===== config.mk =====
export PLATFORM = sky130hd
export DESIGN_NAME = matrix_loader
export DESIGN_NICKNAME = d
export VERILOG_FILES = /design/src/rtl/matrix_loader.sv
export SDC_FILE = /design/constraint.sdc
export NUM_CORES = 1
export LEC_CHECK = 0
export CORE_ASPECT_RATIO = 1.25
export CORE_MARGIN = 8
export CORE_UTILIZATION = 35
export DETAILED_ROUTE_END_ITERATION = 7
export DONT_BUFFER_PORTS = 1
export PLACE_DENSITY = 0.59
export SYNTH_ARGS = -nofsm -noshare
export SYNTH_HDL_FRONTEND = slang
export SYNTH_SLANG_ARGS = --single-unit

===== constraint.sdc =====
create_clock -name clk -period 2.02 [get_ports clk]
set_input_delay 0.404 -clock clk [delete_from_list [all_inputs] [get_ports clk]]
set_output_delay 0.404 -clock clk [all_outputs]
set_load 0.05 [all_outputs]

===== src/rtl/matrix_loader.sv =====
// matrix_loader: frames a byte stream (one {row,col} header beat followed by row*col
// payload beats) for the spiral block. Latches row/col for the whole frame and
// forwards payload through a 2-entry FIFO with valid/ready handshakes.
module matrix_loader #(
  parameter int unsigned DATA_WIDTH = 8,
  parameter int unsigned R_WIDTH    = 3,
  parameter int unsigned C_WIDTH    = 3
) (
  input  logic                  clk,
  input  logic                  rstn,
  input  logic [DATA_WIDTH-1:0] in_data,
  input  logic                  in_valid,
  output logic                  in_rdy,
  output logic [R_WIDTH-1:0]    row,
  output logic [C_WIDTH-1:0]    col,
  output logic [DATA_WIDTH-1:0] out_data,
  output logic                  out_valid,
  input  logic                  out_rdy,
  output logic                  out_last,
  output logic                  hdr_err,
  output logic                  frame_done,
  output logic                  busy
);

  localparam int unsigned CntW = R_WIDTH + C_WIDTH;

  typedef enum logic [1:0] {StHdr, StPayload, StDrain} state_e;

  state_e                state_q, state_d;
  logic [DATA_WIDTH-1:0] mem_q [2];
  logic                  wr_ptr_q, rd_ptr_q;
  logic [1:0]            count_q;
  logic [CntW-1:0]       in_cnt_q, out_cnt_q;
  logic [R_WIDTH-1:0]    row_q;
  logic [C_WIDTH-1:0]    col_q;
  logic                  hdr_err_q, frame_done_q;

  logic [R_WIDTH-1:0]    hdr_row;
  logic [C_WIDTH-1:0]    hdr_col;
  logic                  hdr_ok, hdr_acc, push, pop, last_pop;
  logic [CntW-1:0]       frame_len;

  assign hdr_row   = in_data[R_WIDTH+C_WIDTH-1:C_WIDTH];
  assign hdr_col   = in_data[C_WIDTH-1:0];
  assign hdr_ok    = (hdr_row != '0) && (hdr_col != '0);
  assign frame_len = CntW'(hdr_row) * CntW'(hdr_col);

  // in_rdy depends only on registered state, never on in_valid.
  assign in_rdy = (state_q == StHdr) ||
                  ((state_q == StPayload) && (count_q != 2'd2) && (in_cnt_q != '0));

  assign hdr_acc  = in_valid && in_rdy && (state_q == StHdr);
  assign push     = in_valid && in_rdy && (state_q == StPayload);
  assign out_valid = (count_q != 2'd0);
  assign out_data = mem_q[rd_ptr_q];
  assign pop      = out_valid && out_rdy;
  assign last_pop = pop && (out_cnt_q == CntW'(1));
  assign out_last = out_valid && (out_cnt_q == CntW'(1));

  assign row        = row_q;
  assign col        = col_q;
  assign hdr_err    = hdr_err_q;
  assign frame_done = frame_done_q;
  assign busy       = (state_q != StHdr);

  // Next-state: header -> payload -> drain, back to header on the final output handshake.
  always_comb begin
    state_d = state_q;
    case (state_q)
      StHdr:     if (hdr_acc && hdr_ok) state_d = StPayload;
      StPayload: if (push && (in_cnt_q == CntW'(1))) state_d = StDrain;
      StDrain:   state_d = StDrain;
      default:   state_d = StHdr;
    endcase
    if (last_pop) state_d = StHdr;
  end

  // State register.
  always_ff @(posedge clk or negedge rstn) begin
    if (!rstn) state_q <= StHdr;
    else       state_q <= state_d;
  end

  // Header latch, frame counters and status pulses.
  always_ff @(posedge clk or negedge rstn) begin
    if (!rstn) begin
      row_q        <= '0;
      col_q        <= '0;
      in_cnt_q     <= '0;
      out_cnt_q    <= '0;
      hdr_err_q    <= 1'b0;
      frame_done_q <= 1'b0;
    end else begin
      hdr_err_q    <= hdr_acc && !hdr_ok;
      frame_done_q <= last_pop;
      if (hdr_acc && hdr_ok) begin
        row_q     <= hdr_row;
        col_q     <= hdr_col;
        in_cnt_q  <= frame_len;
        out_cnt_q <= frame_len;
      end else begin
        if (push) in_cnt_q  <= in_cnt_q - CntW'(1);
        if (pop)  out_cnt_q <= out_cnt_q - CntW'(1);
      end
    end
  end

  // Two-entry payload FIFO; push and pop at count 1 leave the count unchanged.
  always_ff @(posedge clk or negedge rstn) begin
    if (!rstn) begin
      mem_q[0] <= '0;
      mem_q[1] <= '0;
      wr_ptr_q <= 1'b0;
      rd_ptr_q <= 1'b0;
      count_q  <= 2'd0;
    end else begin
      if (push) begin
        mem_q[wr_ptr_q] <= in_data;
        wr_ptr_q        <= ~wr_ptr_q;
      end
      if (pop) rd_ptr_q <= ~rd_ptr_q;
      case ({push, pop})
        2'b10:   count_q <= count_q + 2'd1;
        2'b01:   count_q <= count_q - 2'd1;
        default: count_q <= count_q;
      endcase
    end
  end

endmodule


Word-level counts from Yosys, hierarchy flattened

Index checks and enable logic that the tools add are counted.

Register bits after elaboration: 42
Input port bits: 12
Logic and storage cells: 73
Output and inout port bits: 20

Muxes and demuxes: 15
Multipliers: 1
Reduce and logical (&&, ||, !) cells: 25
Bitwise logic cells: 4
Add/subtract/negate cells: 4
Magnitude comparators: 3
Equal/unequal tests: 9

Operators by type and width:

| operator              | number |
|---|---|
| $mux W8               | 4 |
| $mux W6               | 4 |
| $bwmux W16            | 1 |
| $logic_and A1 B1 Y1   | 13 |
| $eq A6 B1 Y1 const B  | 2 |
| $sub A6 B1 Y6 const B | 2 |
| $reduce_bool A2 Y1    | 5 |
| $demux W8 S1          | 1 |
| $mul A3 B3 Y6         | 1 |
| $mux W2               | 3 |
| $ne A3 B2 Y1 const B  | 2 |
| $pmux W2 S3           | 1 |
| $reduce_bool A3 Y1    | 2 |
| $reduce_bool A6 Y1    | 1 |
| $eq A2 B1 Y1 const B  | 2 |
| $eq A2 B2 Y1 const B  | 2 |
| $ge A2 B2 Y1 const B  | 2 |
| $not A1 Y2            | 2 |
| $pmux W2 S2           | 1 |
| $add A2 B1 Y2 const B | 1 |
| $logic_not A2 Y1      | 1 |
| $lt A2 B1 Y1 const B  | 1 |
| $ne A2 B2 Y1 const B  | 1 |
| $not A1 Y1            | 2 |
| 4 further kinds       | 4 |

Longest topological paths before layout

Gate-level depths: netlist of run 1.

Depth in word-level cells: 10
Mapped depth: 11

Worst setup path before layout of run 1

No wires, ideal clock.

Path kind: register to output
From: reg state_q[0]
To: out in_rdy
Stages on the path, launching flop included: 7
Path slack: -0.206 ns
Required time: 1.616 ns
Arrival: 1.822 ns
Cell sequence: dfrtp_1 > inv_1 > ha_1 > inv_2 > and4_1 > buf_4 > nor2_1

Longest elaborated chain between the ends: 4
Elaborated cells on any way between the ends: 5
Classes of those cells: eq/ne (1); reduce/logical (4)

Ends and longest elaborated chain:

| what                             | line | RTL |
|---|---|---|
| start: declaration               | 29   | `state_e state_q, state_d;` |
| start signal: assignment         | 80   | `if (!rstn) state_q <= StHdr;` |
| start signal: assignment         | 81   | `else state_q <= state_d;` |
| $eq A2 B1 Y1                     | 50   | `((state_q == StPayload) && (count_q != 2'd2) && (in_cnt_q != '0));` |
| $logic_and A1 B1 Y1 (2 in a row) | 50   |  |
| $logic_or A1 B1 Y1 *             | 49   | `assign in_rdy = (state_q == StHdr) \|\|` |
| end: declaration                 | 13   | `output logic in_rdy,` |

Every way passes the cells marked *; elsewhere a longest branch is shown, timed or not.

Worst setup path in the final report of run 1

Ends and elaborated chain as after synthesis.

==> results.sh, run 1 <==
export IMPL_peakVddDrop_mv=0.923
export IMPL_grt_antenna_before_repair=0
export IMPL_setup_violations_final=0
export IMPL_synth_area_um2=2310
export IMPL_fill_cells=626
export IMPL_routabilityCongestion=0.751
export IMPL_timing_fmax_mhz=511
export IMPL_path_max_fanout=5
export IMPL_net_switching_power_mw=2.15
export IMPL_grt_total_ovfl=0
export IMPL_io_buffers=0
export IMPL_die_x_um=88.6
export IMPL_p_seq_share_pct=38.2
export IMPL_max_capacitance_violation_count=0
export IMPL_postSynthCellCount=206
export IMPL_critPathLaunchType="flop"
export IMPL_fin_area_um2=2740
export IMPL_routed_via_count=1541
export IMPL_cp_data_required_time_ns=1.62
export IMPL_crit_path_end_kind="output port"
export IMPL_status="finished, final reports clean"
export IMPL_dp_cells=304
export IMPL_synth_async_sr_flop_share_pct=100
export IMPL_cts_htree_levels=2
export IMPL_timing_final_max_slew_violations=0
export IMPL_initial_utilization_pct=35.6
export IMPL_power_leakage_nw=1.23
export IMPL_design_power_total_mw=4.63
export IMPL_io_pin_count=32
export IMPL_ys_seq_elements=42
export IMPL_layout_cell_share_with_drive_strength_beyond_1_pct=29.6
export IMPL_synth_seq_area_share_pct=45.6
export IMPL_syn_nets=233
export IMPL_route_detailed_drc=0
export IMPL_floorplan_die_area_um2=9460
export IMPL_skew_ns=0.00974
export IMPL_power_share_switching_pct=46.4
export IMPL_synth_main_ff_cell="sky130_fd_sc_hd__dfrtp_1"
export IMPL_layoutNonFillerInstCount=320
export IMPL_max_slew_margin_rel_pct=67.9
export IMPL_fin_crit_sh_pct=96.9
export IMPL_antenna_diode_count=0
export IMPL_grt_max_degree=43
export IMPL_die_h_um=107
export IMPL_pwr_share_clk_pct=11.2
export IMPL_dp_hpwl_mm=3.64
export IMPL_tns_ns=0
export IMPL_timing_worst_setup_path_type="reg2out"
export IMPL_syn2layout_area_growth_pct=18.7
export IMPL_cell_by_cell_trace_of_the_critical_path="buf_4, ha_2, a21oi_4, buf_6, nor2_4, buf_8"
export IMPL_cp_data_arrival_time_ns=1.55
export IMPL_grt_setup_unrepaired="false"
export IMPL_clk_insertion_delay_late_ns=0.30
export IMPL_power_internal_mw=2.48
export IMPL_power_density_nw_per_um2=1690
export IMPL_cts_buffer_depth=2
export IMPL_drt_pass1_iterations=4
export IMPL_drt_antenna_violating_nets=0
export IMPL_slowest_delay_ns=0.40
export IMPL_placementRows=33
export IMPL_wirelength_mm=4.96
export IMPL_synth_warnings=0
export IMPL_report_final_hold_viol_count=0
export IMPL_yosys_cell_types_count=42
export IMPL_hold_path_class="in2reg"
export IMPL_first_global_vias=1683
export IMPL_grt_first_pass_wirelength_mm=8.28
export IMPL_min_delay_path_depth=2
export IMPL_tritoncts_num_buffers=5
export IMPL_yosys_area_top_type_share_pct=45.6
export IMPL_coreArea_um2=6480
export IMPL_synth_area_leaders="sky130_fd_sc_hd__dfrtp_1 (46%), sky130_fd_sc_hd__ha_1 (7.1%), sky130_fd_sc_hd__mux2_4 (5.2%)"
export IMPL_timing_worst_slew_pin_value_ns=0.481
export IMPL_comb_power_share_pct=50.7
export IMPL_tritoncts_num_sinks=42
export IMPL_clk_root_buffer_cell="sky130_fd_sc_hd__clkbuf_8"
export IMPL_routedWlPerCell_um=15.5
export IMPL_worst_path_max_delay_cell="sky130_fd_sc_hd__dfrtp_1"
export IMPL_synthDominantAreaCellType="sky130_fd_sc_hd__dfrtp_1"
export IMPL_initialDrtViolationCount=32
export IMPL_reg2regPathDepth=10
export IMPL_cts_reportedPaths_clkPinSlew_ns=0.08
export IMPL_synth_enable_flop_cells=0
export IMPL_finalWorstPathRequiredPeriod_ns=1.96
export IMPL_postPlaceCellArea_um2=2540
export IMPL_grt_use_total_pct=11.4
export IMPL_nets=260
export IMPL_syn_area_per_cell_um2=11.2
export IMPL_tritoncts="built"
export IMPL_via_to_cell_ratio=4.82
flip-flops by register name (all words and copies together) (netlist names):
name	count
col	3
count_q	2
frame_done	1
hdr_err	1
in_cnt_q	6
mem_q	16
out_cnt_q	6
rd_ptr_q	1
row	3
state_q	2
wr_ptr_q	1
layer usage:
metal / global-route usage (%) / up-vias / part of all wire [%]
met3: 4.67 / 9 / 6.8
met2: 18.3 / 28 / 50
met1: 12.7 / 752 / 41
met5: 0 / - / 0
met4: 5.33 / 0 / 2.5
li1: - / 752 / -
layout make-up:
cell class,instances,area [um^2],share of cell area [%]
flip-flops and latches,42,1050,38.4
clock buffers,5,68.8,2.51
inverters,12,47.5,1.74
well taps,87,109,3.98
clock inverters,2,10.0,0.366
multi-input cells,147,1220,44.6
repair buffers,25,230,8.41
synthesized netlist by cell type, drive strengths merged (2+ instances only):
cell,instances
dfrtp,42
mux2,24
nand2,23
a21oi,15
ha,13
inv,12
and2,11
xnor2,11
nor2,10
nor3,7
o21ai,4
xor2,4
clkbuf,3
nand3b,3
a21o,2
buf,2
fa,2
nand3,2
nor4b,2
through the flow:
stage	setup WS (ns)	utilization (%)	hold slack, ns
after floorplan	-0.0494	-	0.108
after global placement	-0.0714	39.2	0.110
after detailed placement	-0.110	39.2	0.110
after CTS	0.0336	41.2	0.199
after global routing	0.00245	42.2	0.208
final	0.0629	42.2	0.212
critical path, delay by kind of cell, from the launching register on:
kind	cells	cell delay, ns
compound gates	1	0.17
buf+inv	3	0.43
flops	1	0.40
fa+ha+maj	1	0.21
simple gates	1	0.04
power by group through the flow:
stage | clock (mW) | combinational (mW) | sequential (mW)
after detailed placement | 0 | 2.15 | 1.79
after global routing | 0.571 | 2.56 | 1.82
after global placement | 0 | 2.13 | 1.78
after floorplan | 0 | 1.77 | 1.68
final | 0.518 | 2.35 | 1.77
after CTS | 0.546 | 2.25 | 1.78
cell usage in the layout, fill, tap and decap left out, drive strengths merged:
master,count
nor4b,2
a21o,2
xor2,4
or4,1
nand3b,3
nor4bb,1
buf,24
clkinv,2
a21bo,1
or3,1
mux2,24
inv,12
a31oi,1
dlygate4sd3,1
and4,1
clkbuf,5
a21oi,15
or2,1
nand2,23
nor3,7
and2,11
fa,2
nand4,1
nor4,1
a211oi,1
xnor2,11
o21ai,4
nand2b,1
and3,1
nand3,2
o311ai,1
o31a,1
dfrtp,42
ha,13
nor2,10
what timing repair did:
action / in CTS / in global routing
setup buffers: 1 / 6
pin swaps: 0 / 2
gates resized for setup: 4 / 5
endpoints found under the setup margin: 1 / 2
hold buffers: 2 / 0
hold endpoints to repair: 42 / 0
path summary, 6_finish.rpt:
| check | start | end | slack [ns] |
|---|---|---|---|
| min | in_data[1] | col[1] | 0.21 |
| max | state_q[0] | in_rdy | 0.06 |
| max reg2reg | state_q[1] | count_q[1] | 0.14 |
| max in group asynchronous | rstn | out_cnt_q[0] | 1.22 |
| min reg2reg | mem_q[13] | mem_q[13] | 0.49 |
| min in group asynchronous | rstn | count_q[1] | 0.56 |
cells by family (layout without fill, tap and decap cells):
family / Yosys count / count (layout) / synth area share [%]
AND/OR/NAND/NOR: 67 / 67 / 16.8
adder cells (fa/ha/maj): 15 / 15 / 8.79
flip-flops: 42 / 42 / 45.6
buffers and inverters: 17 / 44 / 3.26
AO/OA/AOI/OAI: 26 / 26 / 6.89
XOR/XNOR: 15 / 15 / 5.70
multiplexers: 24 / 24 / 13.0
(Power assumes the default switching activity.)
==> run 2: changes to the inputs <==
Settings changed: CORE_UTILIZATION 35 to 49, GPL_TIMING_DRIVEN set to 0, PLACE_DENSITY 0.59 to 0.74.
==> results.sh, run 2 (synthesis gave the netlist of run 1 again) <==
export IMPL_status="finished, final reports clean"
export IMPL_hold_path_class="in2reg"
export IMPL_nets=251
export IMPL_floorplan_die_area_um2=7170
export IMPL_max_slew_margin_rel_pct=58.0
export IMPL_layout_cells_most_common_list="sky130_fd_sc_hd__dfrtp_1 (42), sky130_fd_sc_hd__nand2_1 (23), sky130_fd_sc_hd__mux2_4 (16)"
export IMPL_first_global_vias=1608
export IMPL_route_detailed_drc=0
export IMPL_postPlaceCellArea_um2=2400
export IMPL_max_capacitance_violation_count=0
export IMPL_syn2layout_area_growth_pct=17.8
export IMPL_dp_hpwl_mm=3.37
export IMPL_grt_antenna_before_repair=0
export IMPL_grt_first_pass_wirelength_mm=8.16
export IMPL_routedWlPerCell_um=16.7
export IMPL_path_max_fanout=8
export IMPL_initialDrtViolationCount=49
export IMPL_tns_ns=0
export IMPL_cts_buffer_depth=2
export IMPL_tritoncts_num_buffers=5
export IMPL_die_h_um=92.7
export IMPL_crit_path_end_kind="flop"
export IMPL_critPathLaunchType="flop"
export IMPL_drt_pass1_iterations=4
export IMPL_cp_data_arrival_time_ns=2.18
export IMPL_grt_use_total_pct=14.1
export IMPL_fin_area_um2=2720
export IMPL_report_final_hold_viol_count=0
export IMPL_fin_hold_ws_ns=0.222
export IMPL_grt_setup_unrepaired="true"
export IMPL_io_pin_count=32
export IMPL_wirelength_mm=4.76
export IMPL_layout_commonest_cell="sky130_fd_sc_hd__dfrtp_1"
export IMPL_fin_crit_sh_pct=99.2
export IMPL_peakVddDrop_mv=0.963
export IMPL_coreArea_um2=4620
export IMPL_cp_data_required_time_ns=2.20
export IMPL_setup_violations_final=0
export IMPL_skew_ns=0.00589
export IMPL_fill_cells=397
export IMPL_timing_fmax_mhz=499
export IMPL_timing_final_max_slew_violations=0
export IMPL_antenna_diode_count=0
export IMPL_largest_reg_by_ff_count="mem_q"
export IMPL_placementRows=28
export IMPL_power_density_nw_per_um2=1780
export IMPL_cts_reportedPaths_clkPinSlew_ns=0.08
export IMPL_clk_root_buffer_cell="sky130_fd_sc_hd__clkbuf_8"
export IMPL_timing_worst_setup_path_type="reg2reg"
export IMPL_routed_via_count=1524
export IMPL_grt_total_ovfl=0
export IMPL_io_buffers=0
export IMPL_grt_max_degree=43
export IMPL_routabilityCongestion=0.766
export IMPL_tritoncts="built"
export IMPL_drt_antenna_violating_nets=0
export IMPL_clk_insertion_delay_late_ns=0.29
export IMPL_power_leakage_nw=1.22
export IMPL_finalWorstPathRequiredPeriod_ns=2.00
export IMPL_layout_cell_share_with_drive_strength_beyond_1_pct=30.2
export IMPL_timing_worst_slew_pin_value_ns=0.627
export IMPL_die_x_um=77.4
export IMPL_tritoncts_num_sinks=42
export IMPL_biggestRegsByFlops="mem_q x16, in_cnt_q x6, out_cnt_q x6"
export IMPL_largest_register_ff_count=16
export IMPL_cts_htree_levels=2
export IMPL_initial_utilization_pct=49.9
export IMPL_via_to_cell_ratio=5.35
[run 2: cell types whose count changed in the layout (fill, tap and decap cells not counted), moves of 2 or more]
cell                        before  now
sky130_fd_sc_hd__mux2_4          8   16
sky130_fd_sc_hd__clkbuf_1        0    2
sky130_fd_sc_hd__buf_4          19   11
sky130_fd_sc_hd__bufinv_16       0    2
sky130_fd_sc_hd__clkinv_2        2    0
sky130_fd_sc_hd__mux2_1          8    0
sky130_fd_sc_hd__ha_2            3    1
[run 2: metal layers]
metal / vias to the layer above / GRT usage, % / routed length, um
met4: 0 / 4.26 / 42
met5: - / 0 / 0
met3: 4 / 5.14 / 267
li1: 736 / - / -
met1: 757 / 16.7 / 2020
met2: 27 / 23.4 / 2430
[run 2: cell type report]
type / instances / area, um^2 / area share (%)
clock inverter: 3 / 68.8 / 2.53
buffer: 3 / 18.8 / 0.691
sequential: 42 / 1050 / 38.7
clock buffer: 5 / 68.8 / 2.53
multi-input combinational: 147 / 1270 / 46.6
inverter: 12 / 55.1 / 2.03
tap: 60 / 75.1 / 2.76
timing repair buffer: 13 / 113 / 4.15
[run 2: worst paths after layout]
path                       slack, ns          end  startpoint  cells past startpoint
max                             0.02    mem_q[12]  state_q[0]                      9
max reg2reg                     0.02    mem_q[12]  state_q[0]                      9
min reg2reg                     0.52     mem_q[2]    mem_q[2]                      1
min in group asynchronous       0.59  in_cnt_q[5]        rstn                      2
min                             0.22       row[0]  in_data[3]                      2
max in group asynchronous       1.24     mem_q[5]        rstn                      2
[run 2: report_power, final]
group | internal [mW] | switching (mW) | leakage (nW)
sequential | 1.24 | 0.550 | 0.512
clock | 0.495 | 0.296 | 0.0683
combinational | 0.956 | 1.30 | 0.644
total | 2.69 | 2.15 | 1.22
[run 2: timing repair]
| action | 4_1_cts | 5_1_grt |
|---|---|---|
| setup buffers | 6 | 5 |
| hold buffers | 2 | 0 |
| hold endpoints to repair | 42 | 0 |
| endpoints found under the setup margin | 24 | 20 |
| pin swaps | 4 | 3 |
| resized for setup | 17 | 1 |
[run 2: through the flow]
step,setup slack [ns],power [mW],utilization (%),std cells
finish,0.0158,4.83,58.7,285
global route,-0.0720,5.13,58.7,285
CTS,0.0125,4.79,57.8,280
detailed placement,-0.231,3.77,52.0,266
global placement,-0.194,3.71,52.0,266
floorplan,-0.0494,3.45,-,206
[run 2: critical path, cell delays in order, from the launching register on]
cell and delay (ns):
sky130_fd_sc_hd__dfrtp_1 0.40, sky130_fd_sc_hd__inv_2 0.09, sky130_fd_sc_hd__ha_4 0.17, sky130_fd_sc_hd__inv_8 0.06, sky130_fd_sc_hd__and4_1 0.15, sky130_fd_sc_hd__buf_6 0.13
sky130_fd_sc_hd__nor3_4 0.25, sky130_fd_sc_hd__inv_4 0.10, sky130_fd_sc_hd__nor2_8 0.21, sky130_fd_sc_hd__mux2_4 0.32
==> run 3: changes to the inputs <==
Settings changed: PLACE_DENSITY 0.74 to 0.72.
Clock period 2.02 ns to 2.25 ns, I/O delays scaled along.
==> results.sh, run 3 (synthesis gave the netlist of run 1 again) <==
export IMPL_first_global_vias=1692
export IMPL_dp_hpwl_mm=3.38
export IMPL_reg2regPathDepth=10
export IMPL_top_layer_used="met4"
export IMPL_peakVddDrop_mv=0.848
export IMPL_drt_antenna_violating_nets=0
export IMPL_grt_use_total_pct=14.1
export IMPL_io_buffers=0
export IMPL_power_density_nw_per_um2=1520
export IMPL_grt_setup_unrepaired="false"
export IMPL_report_final_hold_viol_count=0
export IMPL_fin_crit_sh_pct=95.0
export IMPL_grt_max_degree=43
export IMPL_grt_total_ovfl=0
export IMPL_power_internal_mw=2.04
export IMPL_fin_hold_ws_ns=0.256
export IMPL_slowest_delay_ns=0.42
export IMPL_pwr_share_clk_pct=12.4
export IMPL_largest_register_ff_count=16
export IMPL_routedWlPerCell_um=16.5
export IMPL_floorplan_die_area_um2=7170
export IMPL_startpoint_of_the_lowest_slack_register_to_register_path="state_q[0]"
export IMPL_tritoncts="built"
export IMPL_skew_ns=0.00915
export IMPL_clk_insertion_delay_late_ns=0.30
export IMPL_status="finished, final reports clean"
export IMPL_setup_violations_final=0
export IMPL_timing_worst_slew_pin_value_ns=0.632
export IMPL_max_capacitance_violation_count=0
export IMPL_tritoncts_num_buffers=5
export IMPL_largest_reg_by_ff_count="mem_q"
export IMPL_net_switching_power_mw=1.87
export IMPL_placementRows=28
export IMPL_seq_area_um2=1050
export IMPL_cts_buffer_depth=2
export IMPL_timing_final_max_slew_violations=0
export IMPL_die_h_um=92.7
export IMPL_timing_worst_setup_path_type="reg2reg"
export IMPL_routed_via_count=1500
export IMPL_min_delay_path_depth=2
export IMPL_biggestRegsByFlops="mem_q x16, in_cnt_q x6, out_cnt_q x6"
export IMPL_worst_r2r_endpoint="mem_q[10]"
export IMPL_cts_reportedPaths_clkPinSlew_ns=0.08
export IMPL_initialDrtViolationCount=81
export IMPL_power_share_switching_pct=47.8
export IMPL_io_pin_count=32
export IMPL_tritoncts_num_sinks=42
export IMPL_die_x_um=77.4
export IMPL_cp_data_required_time_ns=2.43
export IMPL_syn2layout_area_growth_pct=11.6
export IMPL_cp_buffers_inverters=5
export IMPL_hold_path_class="in2reg"
export IMPL_route_layer_met1_wl_mm=1.94
export IMPL_route_detailed_drc=0
export IMPL_fill_cells=421
export IMPL_antenna_diode_count=0
export IMPL_routabilityCongestion=0.856
export IMPL_wirelength_mm=4.65
export IMPL_via_to_cell_ratio=5.34
export IMPL_layout_cells_most_common_list="sky130_fd_sc_hd__dfrtp_1 (42), sky130_fd_sc_hd__nand2_1 (23), sky130_fd_sc_hd__a21oi_1 (14)"
export IMPL_tns_ns=0
export IMPL_clk_root_buffer_cell="sky130_fd_sc_hd__clkbuf_8"
export IMPL_worst_path_most_repeated_cell="sky130_fd_sc_hd__inv_4"
export IMPL_power_leakage_nw=1.16
export IMPL_met2_wirelength_mm=2.32
export IMPL_cts_htree_levels=2
export IMPL_worst_hold_path_endpoint="row[0]"
export IMPL_layout_cell_share_with_drive_strength_beyond_1_pct=21.3
export IMPL_path_max_fanout=8
export IMPL_coreArea_um2=4620
export IMPL_drt_pass1_iterations=4
export IMPL_comb_power_share_pct=47.6
export IMPL_finalWorstPathRequiredPeriod_ns=2.14
export IMPL_timing_fmax_mhz=468
export IMPL_grt_antenna_before_repair=0
export IMPL_p_seq_share_pct=40.0
export IMPL_critical_path_top_delay_family="simple AND/OR/NAND/NOR gates"
export IMPL_layout_commonest_cell="sky130_fd_sc_hd__dfrtp_1"
export IMPL_multi_input_comb_area_um2=1200
export IMPL_dr_wl_met3_um=279
export IMPL_crit_path_end_kind="flop"
export IMPL_initial_utilization_pct=49.9
export IMPL_max_slew_margin_rel_pct=57.6
export IMPL_cell_by_cell_trace_of_the_critical_path="inv_2, ha_4, inv_4, and4_1, buf_4, nor3_4, inv_4, buf_12, nor2_8, mux2_1"
export IMPL_worst_path_max_delay_cell="sky130_fd_sc_hd__dfrtp_1"
export IMPL_design_power_total_mw=3.92
export IMPL_nets=247
export IMPL_reg2reg_slack_ns=0.11
export IMPL_worstHoldStart="in_data[3]"
export IMPL_critPathLaunchType="flop"
export IMPL_grt_first_pass_wirelength_mm=8.07
export IMPL_cp_data_arrival_time_ns=2.32
[run 3: power groups by stage]
stage          Combinational, mW  Clock (mW)  Sequential (mW)
6_report                    1.86       0.486             1.57
4_1_cts                     1.84       0.512             1.57
2_1_floorplan               1.55           0             1.51
3_3_place_gp                1.72           0             1.56
5_1_grt                     2.05       0.527             1.62
3_5_place_dp                1.76           0             1.58
[run 3: layout make-up]
type / instances / share of cell area [%]
clock buffer: 6 / 2.82
timing repair buffer: 7 / 3.11
buffer: 5 / 1.17
tap: 60 / 2.92
clock inverter: 2 / 0.535
multi-input combinational: 147 / 46.6
sequential: 42 / 40.9
inverter: 12 / 1.95
[run 3: worst max-delay path by stage]
stage          startpoint         end  depth (start not counted)
3_3_place_gp   state_q[0]  count_q[1]                         10
5_1_grt        state_q[0]    mem_q[8]                         10
6_report       state_q[0]   mem_q[10]                         10
3_5_place_dp   state_q[0]  count_q[1]                         10
4_1_cts        state_q[0]  count_q[1]                         10
2_1_floorplan  state_q[0]  count_q[1]                         11
[run 3: what timing repair did]
| action | 4_1_cts | 5_1_grt |
|---|---|---|
| buffers inserted | 0 | 5 |
| endpoints found under the setup margin | 19 | 18 |
| pin swaps | 0 | 4 |
| hold endpoints to repair | 42 | 0 |
| resized for setup | 5 | 2 |
| hold buffers | 2 | 0 |
[run 3: through the flow]
stage | std cells | worst slack (ns) | area, um^2 | util (%)
finish | 281 | 0.113 | 2570 | 55.6
global route | 281 | 0.0117 | 2570 | 55.6
CTS | 276 | 0.00141 | 2520 | 54.5
detailed placement | 266 | -0.161 | 2380 | 51.5
global placement | 266 | -0.120 | 2380 | 51.5
floorplan | 206 | 0.104 | 2310 | -
[run 3: routing by layer]
| layer | global-route usage [%] | vias up |
|---|---|---|
| met5 | 0 | - |
| met2 | 23.8 | 36 |
| met3 | 4.36 | 10 |
| li1 | - | 727 |
| met4 | 6.47 | 0 |
| met1 | 15.9 | 727 |
